**src/rtl/piso_shifter_pkg.sv**
```systemverilog
// Shared constants for the serialiser and its downstream serial sink stages:
// controller state encodings and a constant-evaluable ceil(log2) helper.
package piso_shifter_pkg;

  typedef enum logic [0:0] {
    ST_IDLE  = 1'b0,
    ST_SHIFT = 1'b1
  } state_e;

  function automatic int CLOG2(input int value);
    int r;
    r = 0;
    for (int i = 0; i < 32; i++) begin
      if ((1 << i) < value) r = i + 1;
    end
    return r;
  endfunction

endpackage

```
**src/rtl/piso_shifter_shift_bit.sv**
```systemverilog
// One bit slice of the serialiser: a plain D flop fed by a load/shift/hold mux,
// cleared synchronously by gating the mux output with the reset.
module shift_bit (
  input  logic clk,
  input  logic reset,
  input  logic load,
  input  logic shift,
  input  logic par_in,
  input  logic ser_in,
  output logic q
);

  logic q_q;
  logic q_d;

  always_comb begin
    q_d = q_q;
    if (load) begin
      q_d = par_in;
    end else if (shift) begin
      q_d = ser_in;
    end
    q_d = q_d & ~reset;
  end

  always_ff @(posedge clk) begin
    q_q <= q_d;
  end

  assign q = q_q;

endmodule

```
**src/rtl/piso_shifter.sv**
```systemverilog
// Parallel-in/serial-out shift stage: accepts a word over valid/ready and emits
// it one bit per enabled clock, framed by sout_valid and sout_last.
module piso_shifter
  import piso_shifter_pkg::*;
#(
  parameter int WIDTH     = 8,
  parameter bit MSB_FIRST = 1'b1
) (
  input  logic             clk,
  input  logic             reset,
  input  logic [WIDTH-1:0] in_data,
  input  logic             in_valid,
  output logic             in_ready,
  input  logic             shift_en,
  output logic             sout,
  output logic             sout_valid,
  output logic             sout_last,
  output state_e           dbg_state
);

  // Handshake: a word transfers on the posedge where in_valid && in_ready;
  // in_ready is combinational and never depends on in_valid.
  localparam int CNT_W = CLOG2(WIDTH);
  localparam logic [CNT_W-1:0] LAST_CNT = CNT_W'(WIDTH - 1);

  state_e           state_q, state_d;
  logic [CNT_W-1:0] cnt_q, cnt_d;
  logic [WIDTH-1:0] shreg_q;
  logic             at_last;
  logic             load;
  logic             shift;

  always_comb begin
    at_last  = (cnt_q == LAST_CNT);
    in_ready = !reset && ((state_q == ST_IDLE) ||
                          ((state_q == ST_SHIFT) && shift_en && at_last));
    load     = in_valid && in_ready;
    shift    = (state_q == ST_SHIFT) && shift_en;
    state_d  = state_q;
    cnt_d    = cnt_q;
    if (load) begin
      state_d = ST_SHIFT;
      cnt_d   = '0;
    end else if (shift) begin
      if (at_last) begin
        state_d = ST_IDLE;
      end else begin
        cnt_d = cnt_q + CNT_W'(1);
      end
    end
  end

  always_ff @(posedge clk) begin
    if (reset) begin
      state_q <= ST_IDLE;
      cnt_q   <= '0;
    end else begin
      state_q <= state_d;
      cnt_q   <= cnt_d;
    end
  end

  // Shifting on the final bit pushes the last live bit out behind the zero
  // fill, which leaves the register cleared when the block drops to IDLE.
  for (genvar i = 0; i < WIDTH; i++) begin : g_bit
    logic ser_in;
    if (MSB_FIRST) begin : g_msb
      if (i == 0) begin : g_fill
        assign ser_in = 1'b0;
      end else begin : g_link
        assign ser_in = shreg_q[i-1];
      end
    end else begin : g_lsb
      if (i == WIDTH - 1) begin : g_fill
        assign ser_in = 1'b0;
      end else begin : g_link
        assign ser_in = shreg_q[i+1];
      end
    end

    shift_bit u_bit (
      .clk   (clk),
      .reset (reset),
      .load  (load),
      .shift (shift),
      .par_in(in_data[i]),
      .ser_in(ser_in),
      .q     (shreg_q[i])
    );
  end

  assign sout       = MSB_FIRST ? shreg_q[WIDTH-1] : shreg_q[0];
  assign sout_valid = (state_q == ST_SHIFT);
  assign sout_last  = sout_valid && at_last;
  assign dbg_state  = state_q;

endmodule
```
**config.mk**
```make
export PLATFORM = sky130hd
export DESIGN_NAME = piso_shifter
export DESIGN_NICKNAME = d
export VERILOG_FILES = /design/src/rtl/piso_shifter_pkg.sv /design/src/rtl/piso_shifter_shift_bit.sv /design/src/rtl/piso_shifter.sv
export SDC_FILE = /design/constraint.sdc
export NUM_CORES = 1
export LEC_CHECK = 0
export ABC_CLOCK_PERIOD_IN_PS = 4500
export BUFFER_PORTS_ARGS = -buffer_cell sky130_fd_sc_hd__buf_2
export CORE_MARGIN = 8
export CORE_UTILIZATION = 45
export CTS_BUF_LIST = sky130_fd_sc_hd__clkbuf_4
export DETAILED_ROUTE_END_ITERATION = 16
export GPL_TIMING_DRIVEN = 1
export PLACE_DENSITY_LB_ADDON = 0.2
export SETUP_SLACK_MARGIN = 0.15
export SLEW_MARGIN = 20
export SYNTH_ARGS = -nofsm -noshare
export SYNTH_HDL_FRONTEND = slang
export SYNTH_SLANG_ARGS = --single-unit
```
**constraint.sdc**
```tcl
create_clock -name clk -period 4.5 [get_ports clk]
set_clock_uncertainty 0.05 [all_clocks]
set_input_delay 0.225 -clock clk [delete_from_list [all_inputs] [get_ports clk]]
set_output_delay 0.225 -clock clk [all_outputs]
set_load 0.005 [all_outputs]
```
==> impl_metrics.ini <==
[detailed_routing]
dr_total_vias = 1562
dr.pass1.iters = 4
antenna_left = 0
totalWireLength_um = 3980
viasPerCell = 5.52
wl_per_cell_um = 14.1
remaining_drc_errors = 0
drt_iter0_markers = 83

[pwr]
p_switching_uw = 143
p_leak_uw = 0.000878
switching_share = 0.220
pwr-share-comb = 0.056
clockPowerShare = 0.369
p_per_area_nw_per_um2 = 296
p_int_uw = 506
seqPwrFrac = 0.575
vdd_drop_max_v = 0.000177

[critical_path]
arrival_ps = 2940
critPathBufInv = 0
rr_worst_depth = 6
slowest_delay_ps = 690
path_depth = 6
crit_family = compound AO/OA/AOI/OAI gates
startpoint_type = flop
slowest_stage = o21bai_4
endpoint_kind = flop
path_max_fanout = 39
worstPathRequired_ps = 4700
worstPathCellList = ha_1 > nor4b_2 > nand4_2 > o31a_4 > o21bai_4 > o21ba_2
worstSetupPathType = reg2reg

[timing]
fmax_mhz = 364
worstMarginPinSlew_ps = 881
period_share = 0.610
slew_headroom = 0.411
fin_tns_setup_ps = 0
period_minus_slack_ps = 2750
slew_violations = 0
hold_viol = 0
finalSetupViolCount = 0
rsz0062_at_grt = no

[global_routing]
grt_pass1_wl_um = 6980
first_global_vias = 1488
grt_usage = 0.119
antenna_found_initial = 0
grt_overflow = 0
grt_start_max_net_pins = 40

[logic_synthesis]
synth_top_area_frac = 0.408
yosysTopAreaCell = dfxtp_1
syn_avg_cell_area_um2 = 9.40
synth_edf_count = 0
syn_inst = 214
yosysSeqAreaShare = 0.408
syn_area_um2 = 2010
ys_ff_latch = 41
synth_cell_types = 39
synth_area_leaders = dfxtp_1 41%, xor2_1 9.6%, nor2_1 6.2%
syn_nets = 227
synth_compound_area_frac = 0.100
async_reset_ff_frac = 0
synth.area.mux_share = 0.0398
ys_warn_count = 0
synth_xor_area_frac = 0.118
synthFlopType = dfxtp_1
synthSimpleGateAreaFrac = 0.291
synthAdderAreaFrac = 0.00622
synth_top_family_by_area = simple AND/OR/NAND/NOR gates

[clocking]
postCtsSetupRepairBufs = 0
cts_sinks = 41
numCtsBuffers = 5
cts_tree = done
cts_buffer_depth = 2
insertion_delay_ps = 340
clockRootBuffer = clkbuf_4
cts_resized = 0
ctsHoldBuffers = 0
cts.clk_slew.worst_paths_ps = 120
h-tree-depth = 2

[final_layout]
stdcell_count = 283
design_area_um2 = 2190
fin_nets = 243
multiInputGateArea_um2 = 1120
seqCellArea_um2 = 821
drive_gt1_frac = 0.147
fillers = 432
antenna_cells = 0
syn_to_final_growth_pct = 9.02

[placed_design]
place_inst = 274
gp_congestion = 0.782
place_area_um2 = 2100
io_buffer_count = 16
dp_hpwl_um = 2810

[min_path]
hp-class = in2reg
hold_depth = 2

[floorplan]
dieArea_um2 = 6870
start_util = 0.465
io_pins = 17
coreArea_um2 = 4320
die_y_um = 82.9
die_w_um = 82.9
rows = 24

[run]
max_cap_viol_count = 0

[run_status]
status = finished clean
## through the flow
step / power, uW / worst slack [ps] / util / hold slack, ps
5_1_grt: 673 / 1560 / 0.507 / 1.24
3_5_place_dp: 417 / 1770 / 0.487 / 375
4_1_cts: 655 / 1730 / 0.505 / 9.17
3_3_place_gp: 417 / 1830 / 0.487 / 372
2_1_floorplan: 407 / 2520 / - / 247
6_report: 648 / 1750 / 0.507 / 24.5
## Yosys cell counts (2+ instances only)
cell type	instances
buf_6	2
xnor2_1	5
inv_1	6
and4_1	5
nand4_1	11
nor4_1	5
or3_1	2
o21ai_0	4
nor2_1	33
dfxtp_1	41
mux2i_1	8
and3_1	6
nand3_1	11
or4_1	2
nand2_1	10
buf_2	2
a21oi_1	3
o2bb2ai_1	7
nor4_4	3
nand4_2	2
clkbuf_1	2
xor2_1	22
o31ai_1	2
nor3_1	5
## registers in the layout, indices dropped and copies added, names as in the netlist
| name | flops |
|---|---|
| cnt_q | 32 |
| g_bit.u_bit.q | 8 |
| dbg_state | 1 |
## kinds of logic (layout without fill, tap and decap cells)
kind of cell | after synthesis | after routing
simple gates | 99 | 99
flops | 41 | 41
xor+xnor | 27 | 27
compound gates | 24 | 24
buf+inv | 14 | 31
mux | 8 | 8
fa+ha+maj | 1 | 1
## layer usage
layer / vias up / GRT usage / wire (um)
li1: 804 / - / -
met1: 718 / 0.158 / 2010
met2: 32 / 0.179 / 1760
met3: 8 / 0.0293 / 148
met4: 0 / 0.0431 / 59
met5: - / 0 / 0
## power by group through the flow
stage | logic [uW] | registers, uW | clock network (uW)
2_1_floorplan | 28.0 | 379 | 0
3_3_place_gp | 36.2 | 381 | 0
3_5_place_dp | 36.3 | 381 | 0
4_1_cts | 36.5 | 373 | 246
5_1_grt | 40.5 | 374 | 259
6_report | 36.3 | 373 | 239
## final timing paths
| path | from | end | slack (ps) |
|---|---|---|---|
| max | cnt_q[0]$_SDFFE_PP0P_ | cnt_q[13]$_SDFFE_PP0P_ | 1750 |
| min | in_data[2] | g_bit[2].u_bit.q$_DFF_P_ | 20 |
| max reg2reg | cnt_q[0]$_SDFFE_PP0P_ | cnt_q[13]$_SDFFE_PP0P_ | 1750 |
| min reg2reg | cnt_q[10]$_SDFFE_PP0P_ | cnt_q[10]$_SDFFE_PP0P_ | 470 |
## area by class of cell
type                       count  area share
multi-input combinational    159       0.509
timing repair buffer          17      0.0411
clock inverter                 2      0.0154
tap                           52      0.0297
clock buffer                   6      0.0205
inverter                       6      0.0103
sequential                    41       0.374
## worst register-to-register path: stages, from the launching register on
cell,delay (ps)
dfxtp_1,420
ha_1,300
nor4b_2,260
nand4_2,240
o31a_4,440
o21bai_4,690
o21ba_2,260
## placed cells by master (no fill, tap or decap), drive strengths merged
cell         Yosys  final
a2111oi          1      1
a21o             1      1
a21oi            3      3
and3             6      6
and4             5      5
buf              5     16
bufinv           0      1
clkbuf           3      6
clkinv           0      1
dfxtp           41     41
dlygate4sd3      0      1
ha               1      1
inv              6      6
mux2i            8      8
nand2           10     10
nand3           11     11
nand4           13     13
nor2            33     33
nor2b            1      1
nor3             6      6
nor4             8      8
nor4b            2      2
o211ai           2      2
o21a             1      1
o21ai            4      4
o21ba            1      1
o21bai           1      1
o2bb2ai          7      7
o31a             1      1
o31ai            2      2
or3              2      2
or4              2      2
xnor2            5      5
xor2            22     22
Power figures use the tool's default switching activity.
